--- src/rtl/cache_opr_tracker.sv ---
// cache_opr_tracker
//   Completion side of the cache operation sequencer. It records which staged
//   operations have started and finished in the current trace, and then returns
//   a single-cycle opr_finished that clears the sequencer counter. A watchdog
//   forces opr_finished if an operation module stops answering.
//
//   Optional feature: define OPR_TRACK_STATS_EN to build the trace-length
//   counter. When the macro is not defined, trace_cycles is tied to 0.
//
// Ports
//   clk, rst      clock; synchronous active-high reset
//   opr_start     per-op 1-cycle start strobes (bit i = opr_(i+1)_pulse)
//   opr_done      per-op 1-cycle completion strobes
//   opr_finished  1-cycle pulse while in FINISH (trace complete or timed out)
//   busy          state != IDLE
//   started_mask  ops started in current/last trace
//   done_mask     ops completed in current/last trace
//   ops_done_cnt  registered popcount of done_mask (lags it by one cycle)
//   timeout_err   sticky: last trace ended by the watchdog
//   proto_err     sticky: protocol violation in current/last trace
//   trace_cycles  cycles from the first start strobe to FINISH of the last trace
module cache_opr_tracker #(
  parameter int NUM_OPR        = 8,
  parameter int TIMEOUT_CYCLES = 64,
  parameter int TO_W           = 7,
  parameter int CYC_W          = 16
) (
  input  logic               clk,
  input  logic               rst,
  input  logic [NUM_OPR-1:0] opr_start,
  input  logic [NUM_OPR-1:0] opr_done,
  output logic               opr_finished,
  output logic               busy,
  output logic [NUM_OPR-1:0] started_mask,
  output logic [NUM_OPR-1:0] done_mask,
  output logic [3:0]         ops_done_cnt,
  output logic               timeout_err,
  output logic               proto_err,
  output logic [CYC_W-1:0]   trace_cycles
);

  typedef enum logic [1:0] {IDLE, ACTIVE, FINISH} state_t;

  state_t             state_q, state_d;
  logic [NUM_OPR-1:0] started_q, started_d, done_q, done_d;
  logic [3:0]         cnt_q, cnt_d;
  logic               tmo_q, tmo_d, perr_q, perr_d;
  logic [TO_W-1:0]    wd_q, wd_d;
  logic               load_trace;

  // A new trace starts from empty masks, so the same update logic serves both
  // the ACTIVE case and the trace-start case (IDLE/FINISH with a start).
  logic [NUM_OPR-1:0] base_s, base_d, st_all, acc_done, new_start;
  logic               ev_err;

  assign base_s    = (state_q == ACTIVE) ? started_q : '0;
  assign base_d    = (state_q == ACTIVE) ? done_q    : '0;
  assign st_all    = base_s | opr_start;
  assign new_start = opr_start & ~base_s;
  // A done is accepted only for a started op that has not yet completed.
  assign acc_done  = opr_done & st_all & ~base_d;
  // Violations: restart, done of an unstarted op, repeated done, and out-of-order
  // start. A predecessor that starts in the same cycle counts as started.
  assign ev_err = (|(opr_start & base_s)) || (|(opr_done & ~st_all)) ||
                  (|(opr_done & base_d)) ||
                  (|(opr_start[NUM_OPR-1:1] & ~st_all[NUM_OPR-2:0]));

  function automatic logic [3:0] popcnt(input logic [NUM_OPR-1:0] v);
    logic [3:0] c;
    c = '0;
    for (int i = 0; i < NUM_OPR; i++) c = c + {3'b000, v[i]};
    return c;
  endfunction

  always_comb begin
    state_d    = state_q;
    started_d  = started_q;
    done_d     = done_q;
    tmo_d      = tmo_q;
    perr_d     = perr_q;
    wd_d       = '0;
    load_trace = 1'b0;
    cnt_d      = popcnt(done_q);
    case (state_q)
      IDLE: begin
        if (|opr_start) begin
          state_d    = ACTIVE;
          load_trace = 1'b1;
        end else if (|opr_done) begin
          perr_d = 1'b1;
        end
      end
      ACTIVE: begin
        started_d = st_all;
        done_d    = base_d | acc_done;
        perr_d    = perr_q | ev_err;
        if ((|new_start) || (|acc_done)) wd_d = '0;
        else if (wd_q == '1)             wd_d = wd_q;
        else                             wd_d = wd_q + TO_W'(1);
        // Completion has priority over a timeout landing in the same cycle.
        if ((&started_d) && (&done_d)) begin
          state_d = FINISH;
        end else if (wd_d >= TO_W'(TIMEOUT_CYCLES)) begin
          state_d = FINISH;
          tmo_d   = 1'b1;
        end
      end
      FINISH: begin
        // Dones here are stragglers of the closed trace and are dropped silently.
        if (|opr_start) begin
          state_d    = ACTIVE;
          load_trace = 1'b1;
        end else begin
          state_d = IDLE;
        end
      end
      default: state_d = IDLE;
    endcase
    if (load_trace) begin
      started_d = opr_start;
      done_d    = acc_done;
      perr_d    = ev_err;
      tmo_d     = 1'b0;
      wd_d      = '0;
    end
  end

  always_ff @(posedge clk) begin
    if (rst) begin
      state_q   <= IDLE;
      started_q <= '0;
      done_q    <= '0;
      cnt_q     <= '0;
      tmo_q     <= 1'b0;
      perr_q    <= 1'b0;
      wd_q      <= '0;
    end else begin
      state_q   <= state_d;
      started_q <= started_d;
      done_q    <= done_d;
      cnt_q     <= cnt_d;
      tmo_q     <= tmo_d;
      perr_q    <= perr_d;
      wd_q      <= wd_d;
    end
  end

  assign opr_finished = (state_q == FINISH);
  assign busy         = (state_q != IDLE);
  assign started_mask = started_q;
  assign done_mask    = done_q;
  assign ops_done_cnt = cnt_q;
  assign timeout_err  = tmo_q;
  assign proto_err    = perr_q;

`ifdef OPR_TRACK_STATS_EN
  logic [CYC_W-1:0] cyc_q, cyc_d, tcyc_q, tcyc_d;

  // The start-strobe cycle is counted, so the counter loads 1 on trace start.
  // The latched value is then the distance from the start strobe to FINISH.
  always_comb begin
    cyc_d  = cyc_q;
    tcyc_d = tcyc_q;
    if (load_trace)                               cyc_d = CYC_W'(1);
    else if (state_q == ACTIVE && cyc_q != '1)    cyc_d = cyc_q + CYC_W'(1);
    if (state_q == ACTIVE && state_d == FINISH)   tcyc_d = cyc_d;
  end

  always_ff @(posedge clk) begin
    if (rst) begin
      cyc_q  <= '0;
      tcyc_q <= '0;
    end else begin
      cyc_q  <= cyc_d;
      tcyc_q <= tcyc_d;
    end
  end

  assign trace_cycles = tcyc_q;
`else
  assign trace_cycles = '0;
`endif

endmodule

--- config.mk ---
export PLATFORM = sky130hd
export DESIGN_NAME = cache_opr_tracker
export DESIGN_NICKNAME = d
export VERILOG_FILES = /design/src/rtl/cache_opr_tracker.sv
export SDC_FILE = /design/constraint.sdc
export NUM_CORES = 1
export LEC_CHECK = 0
export CAP_MARGIN = 20
export CORE_AREA = 2 2 91 93
export CTS_CLUSTER_DIAMETER = 100
export DETAILED_ROUTE_END_ITERATION = 10
export DIE_AREA = 0 0 93 95
export PLACE_DENSITY = 0.53
export RECOVER_POWER = 25
export SLEW_MARGIN = 30
export SYNTH_ARGS = -nofsm -noshare
export SYNTH_HDL_FRONTEND = slang
export SYNTH_SLANG_ARGS = --single-unit
export TNS_END_PERCENT = 100
--- constraint.sdc ---
create_clock -name clk -period 8.47 [get_ports clk]
set_clock_uncertainty 0.15 [all_clocks]
set_input_delay 1.2705 -clock clk [delete_from_list [all_inputs] [get_ports clk]]
set_output_delay 1.2705 -clock clk [all_outputs]
set_load 0.005 [all_outputs]
**Word level (Yosys, flattened, before mapping)**

Cells that the tools add are included.

- Add/sub/neg operators: 8
- Order comparisons: 1
- Eq/ne operators: 7
- Multiplexer cells: 20
- Bitwise logic cells: 16
- Reductions and logical operators: 25

Operators by type and width:

| operator | count |
|---|---|
| 8-bit OR reduction | 7 |
| 8-bit bitwise AND | 6 |
| 8-bit 2-to-1 mux | 6 |
| 8-bit inverter | 3 |
| 7-bit 2-to-1 mux | 3 |
| 4-bit by 1-bit adder with 4-bit output | 4 |
| 8-bit bitwise OR | 2 |
| 8-bit AND reduction | 2 |
| 7-bit by 1-bit adder with 7-bit output, second input constant | 1 |
| 7-bit bitwise AND | 1 |
| 7-bit equality test, second input constant | 1 |
| 7-bit greater-or-equal comparator, second input constant | 1 |
| 7-bit inverter | 1 |
| 7-bit OR reduction | 1 |
| 1-bit 2-to-1 mux | 6 |
| 2-bit 2-to-1 mux | 3 |
| 3-bit inequality test, second input constant | 2 |
| 2-bit case mux with 3 select lines | 1 |
| 3-bit AND reduction | 2 |
| 3-bit by 1-bit adder with 4-bit output | 1 |
| 1-bit logical OR | 4 |
| 2-bit nonzero test | 2 |
| 2-bit OR reduction | 2 |
| 2-bit by 1-bit adder with 3-bit output | 1 |
| other kinds (13) | 14 |

- Bits in registers: 31
- Input port bits: 18
- Output and inout port bits: 40
- Logic and storage cells: 84

**Logic depth before layout (Yosys ltp)**

Gate-level depths: netlist of the first run.

- Depth in word-level cells: 13
- Mapped depth: 10
- Gate-level depth less buffers: 10

**Worst setup path before layout of the first run**

Ideal clock, no wire load.

- Path type: input-to-reg
- Start: input opr_start[4]
- End: register done_q[3], in the netlist done_mask[3]
- Setup time: 0.128 ns
- Arrival: 2.691 ns
- Data required time: 8.192 ns
- Slack: 5.501 ns
- Stages: 6
- Path buffers: 2
- Path through: buf_2 > or4_4 > o31ai_4 > buf_6 > mux2i_1 > nor2_1

- Word-level cells in the longest chain between the ends: 4
- Elaborated cells between the ends (all ways): 5
- Those cells by class: mux: 3; reduce/logical: 2

Ends and longest elaborated chain:

| what | RTL line | text |
|---|---|---|
| from (decl) | 30 | `input logic [NUM_OPR-1:0] opr_start,` |
| 8-bit OR reduction * | 86, 110 |  |
| 1-bit 2-to-1 mux * | 86, 110 |  |
| 1-bit 2-to-1 mux * | n/a |  |
| 8-bit 2-to-1 mux or 2-bit nonzero test (tied branches) | n/a |  |
| to (signal assigned) | 140 | `done_q <= done_d;` |
| to (decl) | 45 | `logic [NUM_OPR-1:0] started_q, started_d, done_q, done_d;` |

Every way passes the cells marked *; elsewhere a longest branch is shown, timed or not.
A chain may end at the register's enable or synchronous reset.

**Worst setup path after layout of the first run**

- Start: input opr_start[4]
- End: register started_q[2], in the netlist started_mask[2]

- Word-level cells in the longest chain between the ends: 4
- Elaborated cells between the ends (all ways): 5
- Those cells by class: mux: 3; reduce/logical: 2

Ends and longest elaborated chain:

| what | RTL line | text |
|---|---|---|
| 8-bit OR reduction * | 86, 110 |  |
| 1-bit 2-to-1 mux * | 86, 110 |  |
| 1-bit 2-to-1 mux * | n/a |  |
| 8-bit 2-to-1 mux or 2-bit nonzero test (tied branches) | n/a |  |
| to (signal assigned) | 139 | `started_q <= started_d;` |
| to (decl) | 45 |  |

Marks and branches as above.

==> results.json, run 1 <==
{
  "period_minus_slack_ns": 3.68,
  "clkTransAtPathRegs_ns": 0.06,
  "fin_tns_setup_ns": 0,
  "dp_hpwl_um": 4730,
  "synth_top_family_by_area": "compound AO/OA/AOI/OAI gates",
  "required_ns": 8.49,
  "synth_compound_area_share_pct": 25.8,
  "hold_ws_ns": 0.291,
  "end_kind": "flip-flop",
  "yosys.area_share.adder_pct": 6.10,
  "core_um2": 7930,
  "grt_first_pass_wirelength_um": 10300,
  "dieArea_um2": 8840,
  "hold_violations": 0,
  "grt_max_degree": 23,
  "start_util_pct": 26.9,
  "rr_worst_depth": 6,
  "maxSlewViolCount": 0,
  "clk_path_buf_depth": 2,
  "peakVddDrop_v": 0.0000628,
  "path_delay_family": "simple AND/OR/NAND/NOR gates",
  "vias_per_cell": 5.19,
  "async_flop_share_pct": 0,
  "drive_above_1_share_pct": 5.44,
  "min_from": "timeout_err",
  "place_ws_ns": 4.52,
  "avgRoutedWirePerCell_um": 15.9,
  "hold_class": "flip-flop to flip-flop",
  "cp_slowest_cell": "or4_4",
  "ys_seq_elements": 31,
  "rsz0062_at_grt": "false",
  "grt.total_usage_pct": 15.1,
  "diodes": 0,
  "cp-start-kind": "input pin",
  "post_cts_resized": 0,
  "nFillCells": 847,
  "cpPeakStageDelay_ns": 0.65,
  "ios": 58,
  "p_switching_mw": 0.157,
  "synth-warning-count": 0,
  "synth_xor_area_share_pct": 1.64,
  "rows": 33,
  "dr.pass1.iters": 5,
  "hold_buffers": 0,
  "finalSetupViolCount": 0,
  "crit_path_max_fanout": 16,
  "cts_root_buffer": "clkbuf_8",
  "antenna_found_initial": 0,
  "relSlewSlack_pct": 37.0,
  "fin_crit_sh_pct": 43.4,
  "p_seq_share_pct": 39.7,
  "drc": 0,
  "p_per_area_nw_per_um2": 175,
  "final_nets": 319,
  "drv_cap": 0,
  "synth_area_um2": 2130,
  "r2r-end": "wd_q[1]",
  "finalWorstSetupSlack_ns": 4.79,
  "htree_levels": 2,
  "gp_congestion": 0.883,
  "totalWireLength_um": 6360,
  "cts_num_sinks": 31,
  "cp.buffers_inverters": 1,
  "syn_inst": 260,
  "ys.flop_type": "dfxtp_1",
  "tightest_slew_ns": 0.942,
  "p_int_mw": 0.306,
  "worstHoldEndpoint": "timeout_err",
  "synthToLayoutAreaGrowth_pct": 23.9,
  "combPwrFrac_pct": 32.2,
  "max_clock_freq_ghz": 0.272,
  "cts_setup_buffers": 0,
  "r2r-start": "state_q[0]",
  "yosysSeqAreaShare_pct": 29.1,
  "power_leakage_nw": 1.04,
  "clkLatencyLatePin_ns": 0.28,
  "chipWidth_um": 93,
  "avgSynthCellArea_um2": 8.20,
  "synth-edff-count": 0,
  "status": "finished, final reports clean",
  "cp.arrival_ns": 3.70,
  "grt_pass1_vias": 1857,
  "grt_overflow": 0,
  "vias": 2069,
  "yosysUniqueCellTypes": 52,
  "drt_iter0_drc": 191,
  "cts_tree": "built",
  "final_cell_area_um2": 2640,
  "path_class": "input pin to flip-flop",
  "fin_util_pct": 33.3,
  "io_buffers": 41,
  "synthMuxAreaShare_pct": 0.939,
  "synthSimpleGateAreaFrac_pct": 24.8,
  "swShare_pct": 33.9,
  "drtAntennaViolNets": 0,
  "path_cells": "clkdlybuf4s50_1, or4_4, o31ai_4, nor2_1, a22o_1",
  "fp.dieH_um": 95,
  "hold_depth": 2,
  "place_area_um2": 2540,
  "cts_buffers": 5,
  "worst-r2r-setup-slack_ns": 5.42,
  "clkPwrFrac_pct": 28.0
}
layout by cell type, fill, tap and decap left out, drive strengths merged, types with 8 or more instances in the layout:
cell type      netlist  routed
dfxtp               31      31
clkdlybuf4s50        0      28
inv                 15      15
nor2                24      24
nand2b               8       8
clkbuf               7       8
a22o                 8       8
o21ai               10      10
dlygate4sd3          0      13
conb                 1      16
nand4                9       9
nand2               19      19
a211oi               8       8
a22oi                8       8
a21oi               10      10
power by group through the flow:
stage | clock (mW) | sequential [mW] | combinational (mW)
final | 0.130 | 0.184 | 0.149
after global routing | 0.140 | 0.187 | 0.168
after CTS | 0.135 | 0.184 | 0.153
after detailed placement | 0 | 0.187 | 0.152
after global placement | 0 | 0.188 | 0.153
after floorplan | 0 | 0.178 | 0.0977
how the worst max path moves through the flow:
stage                       from              end  slack [ns]  cells after the start
finish              opr_start[4]  started_mask[2]        4.79                      5
global route        opr_start[4]  started_mask[2]        4.63                      5
CTS                 opr_start[4]  started_mask[2]        4.81                      5
detailed placement  opr_start[4]  started_mask[6]        4.52                      5
global placement    opr_start[4]  started_mask[2]        4.56                      5
floorplan           opr_start[4]     done_mask[3]        5.50                      6
routing by layer:
layer	routed length, um	track usage, %
met5	0	0
met4	142	4.66
met3	414	3.03
met2	2800	23.5
met1	3000	21.2
flip-flops by register name (all words and copies together) (netlist names):
name,count
proto_err,1
timeout_err,1
wd_q,7
done_mask,8
ops_done_cnt,4
state_q,2
started_mask,8
synthesized netlist by cell type, types with 5 or more instances:
| library cell | instances | area share [%] |
|---|---|---|
| dfxtp_1 | 31 | 29 |
| nor2_1 | 23 | 4.0 |
| nand2_1 | 19 | 3.3 |
| buf_4 | 16 | 5.6 |
| inv_1 | 15 | 2.6 |
| a21oi_1 | 10 | 2.3 |
| nand4_1 | 9 | 2.6 |
| o21ai_0 | 9 | 2.1 |
| a211oi_1 | 8 | 2.8 |
| a22o_1 | 8 | 3.3 |
| a22oi_1 | 8 | 2.8 |
| nand2b_1 | 8 | 2.3 |
| and3b_1 | 7 | 2.9 |
| o221ai_1 | 7 | 2.9 |
| buf_2 | 6 | 1.4 |
| clkbuf_1 | 6 | 1.1 |
| o22ai_1 | 5 | 1.5 |
layout make-up:
| type | count | area [um^2] | share of cell area (%) |
|---|---|---|---|
| repair buffers | 41 | 410 | 15.5 |
| well taps | 105 | 131 | 4.97 |
| flip-flops and latches | 31 | 621 | 23.5 |
| inverters | 15 | 56.3 | 2.13 |
| multi-input cells | 199 | 1320 | 50.1 |
| clock buffers | 8 | 100 | 3.79 |
worst reg2reg max path, cell delays in order, from the launching register on:
cell,delay (ns)
dfxtp_1,0.71
nand2b_1,0.61
o221ai_1,0.54
nand3_1,0.12
or3_4,0.43
nor3_2,0.23
a21boi_2,0.21
logic make-up (layout without fill, tap and decap cells):
group	after synthesis	after routing
xor gates and xnor gates	4	4
DFF	31	31
other	1	16
muxes	2	2
AOI/OAI and AO/OA	74	74
buffers and inverters	45	64
adders and majority gates	8	8
and+or+nand+nor	95	95
stage by stage:
step / power [mW] / std cells
after floorplan: 0.276 / 275
after global placement: 0.341 / 391
after detailed placement: 0.339 / 391
after CTS: 0.472 / 399
after global routing: 0.496 / 399
final: 0.463 / 399
Power figures use the tool's default switching activity.
==> inputs of run 2 (changes only) <==
--- a/config.mk
+++ b/config.mk
@@ -10,7 +10,7 @@
 export CTS_CLUSTER_DIAMETER = 100
 export DETAILED_ROUTE_END_ITERATION = 10
 export DIE_AREA = 0 0 93 95
-export PLACE_DENSITY = 0.53
+export PLACE_DENSITY = 0.55
 export RECOVER_POWER = 25
 export SLEW_MARGIN = 30
 export SYNTH_ARGS = -nofsm -noshare
==> constraint.sdc (replaced) <==
create_clock -name clk -period 3.3 [get_ports clk]
set_clock_uncertainty 0.15 [all_clocks]
set_input_delay 0.495 -clock clk [delete_from_list [all_inputs] [get_ports clk]]
set_output_delay 0.495 -clock clk [all_outputs]
set_load 0.005 [all_outputs]
==> results.json, run 2 (same netlist as run 1, synthesis figures left out) <==
{
  "status": "finished, final reports clean",
  "dp_hpwl_um": 4870,
  "clkLatencyLatePin_ns": 0.30,
  "min_from": "timeout_err",
  "post_cts_resized": 0,
  "synthToLayoutAreaGrowth_pct": 26.9,
  "crit_path_max_fanout": 5,
  "drt_iter0_drc": 453,
  "hold_buffers": 0,
  "cpPeakStageDelay_ns": 0.54,
  "worstHoldEndpoint": "timeout_err",
  "hold_ws_ns": 0.305,
  "diodes": 0,
  "end_kind": "flip-flop",
  "layout_commonest_cell": "dfxtp_1",
  "period_minus_slack_ns": 2.96,
  "fin_util_pct": 34.1,
  "fin_total_pwr_mw": 1.17,
  "cts_tree": "built",
  "vias": 2131,
  "hold_class": "flip-flop to flip-flop",
  "dr.pass1.iters": 5,
  "maxSlewViolCount": 0,
  "grt_pass1_vias": 1938,
  "cts_num_sinks": 31,
  "cp.arrival_ns": 2.99,
  "cp.buffers_inverters": 3,
  "io_buffers": 41,
  "drive_above_1_share_pct": 8.52,
  "cts_setup_buffers": 0,
  "drc": 0,
  "drtAntennaViolNets": 0,
  "drv_cap": 0,
  "dp.cells": 402,
  "gp_congestion": 0.957,
  "vias_per_cell": 5.20,
  "finalSetupViolCount": 0,
  "grt_overflow": 0,
  "cts_buffers": 5,
  "tightest_slew_ns": 0.581,
  "cp_common_cell": "fa_1",
  "hold_depth": 2,
  "clk_path_buf_depth": 2,
  "grt_max_degree": 17,
  "rr_worst_depth": 10,
  "worst-r2r-setup-slack_ns": 0.34,
  "path_delay_family": "adder cells",
  "core_um2": 7930,
  "rows": 33,
  "relSlewSlack_pct": 61.3,
  "r2r-end": "ops_done_cnt[2]",
  "chipWidth_um": 93,
  "required_ns": 3.33,
  "grt.total_usage_pct": 15.3,
  "p_per_area_nw_per_um2": 434,
  "clkTransAtPathRegs_ns": 0.08,
  "grt_first_pass_wirelength_um": 10400,
  "path_class": "flip-flop to flip-flop",
  "fin_crit_sh_pct": 89.8,
  "rsz0062_at_grt": "false",
  "peakVddDrop_v": 0.000165,
  "max_clock_freq_ghz": 0.338,
  "layout_common_cells": "dfxtp_1, clkdlybuf4s50_1, nor2_1",
  "avgRoutedWirePerCell_um": 15.8,
  "cts_root_buffer": "clkbuf_8",
  "cp-start-kind": "flip-flop",
  "htree_levels": 2,
  "hold_violations": 0,
  "fp.dieH_um": 95,
  "start_util_pct": 26.9,
  "fin_tns_setup_ns": 0,
  "power_leakage_nw": 1.08,
  "final_nets": 330,
  "dieArea_um2": 8840,
  "cp_slowest_cell": "fa_1",
  "antenna_found_initial": 0,
  "path_cells": "fa_1, inv_1, fa_1, fa_1, inv_1, ha_1, inv_1, fa_1, xor2_1, nor2_1",
  "instances_no_fill": 410,
  "totalWireLength_um": 6480,
  "r2r-start": "done_mask[0]",
  "ios": 58
}
-- run 2: cell type report --
cell class / instances / area, um^2
Clock buffer: 7 / 76.3
Clock inverter: 1 / 5.00
Inverter: 15 / 56.3
Tap cell: 105 / 131
Sequential cell: 31 / 621
Fill cell: 839 / 5220
Timing Repair Buffer: 52 / 493
Multi-Input combinational cell: 199 / 1320
-- run 2: where the power goes --
group | total (mW) | internal [mW] | leakage (nW) | switching [mW]
Sequential | 0.459 | 0.413 | 0.255 | 0.0457
Clock | 0.303 | 0.148 | 0.0422 | 0.155
Combinational | 0.412 | 0.197 | 0.787 | 0.215
Total | 1.17 | 0.759 | 1.08 | 0.415
-- run 2: layer usage --
| metal | up-vias | part of all wire, % | GRT usage, % |
|---|---|---|---|
| met5 | - | 0 | 0 |
| met4 | 0 | 2.9 | 6.13 |
| met3 | 29 | 9.0 | 3.35 |
| met2 | 119 | 44 | 22.9 |
| met1 | 967 | 44 | 21.2 |
| li1 | 1016 | - | - |
-- run 2: how the worst max path moves through the flow --
stage	startpoint	endpoint	slack (ns)	cells past startpoint
6_report	done_mask[0]	ops_done_cnt[2]	0.34	10
3_5_place_dp	done_mask[0]	ops_done_cnt[2]	0.35	10
4_1_cts	done_mask[0]	ops_done_cnt[2]	0.33	10
3_3_place_gp	done_mask[0]	ops_done_cnt[2]	0.39	10
5_1_grt	done_mask[0]	ops_done_cnt[2]	0.18	10
2_1_floorplan	done_mask[0]	ops_done_cnt[2]	0.44	10
-- run 2: worst register-to-register path, cell delays in order (launching register included) --
cell     delay (ns)
dfxtp_1        0.37
fa_1           0.54
inv_1          0.05
fa_1           0.49
fa_1           0.41
inv_1          0.06
ha_1           0.16
inv_1          0.06
fa_1           0.37
xor2_1         0.14
nor2_1         0.05
-- run 2: metrics by stage --
stage | cell area, um^2 | worst slack, ns
after floorplan | 2190 | 0.440
after global placement | 2620 | 0.387
after detailed placement | 2620 | 0.354
after CTS | 2710 | 0.325
after global routing | 2710 | 0.181
final | 2710 | 0.338
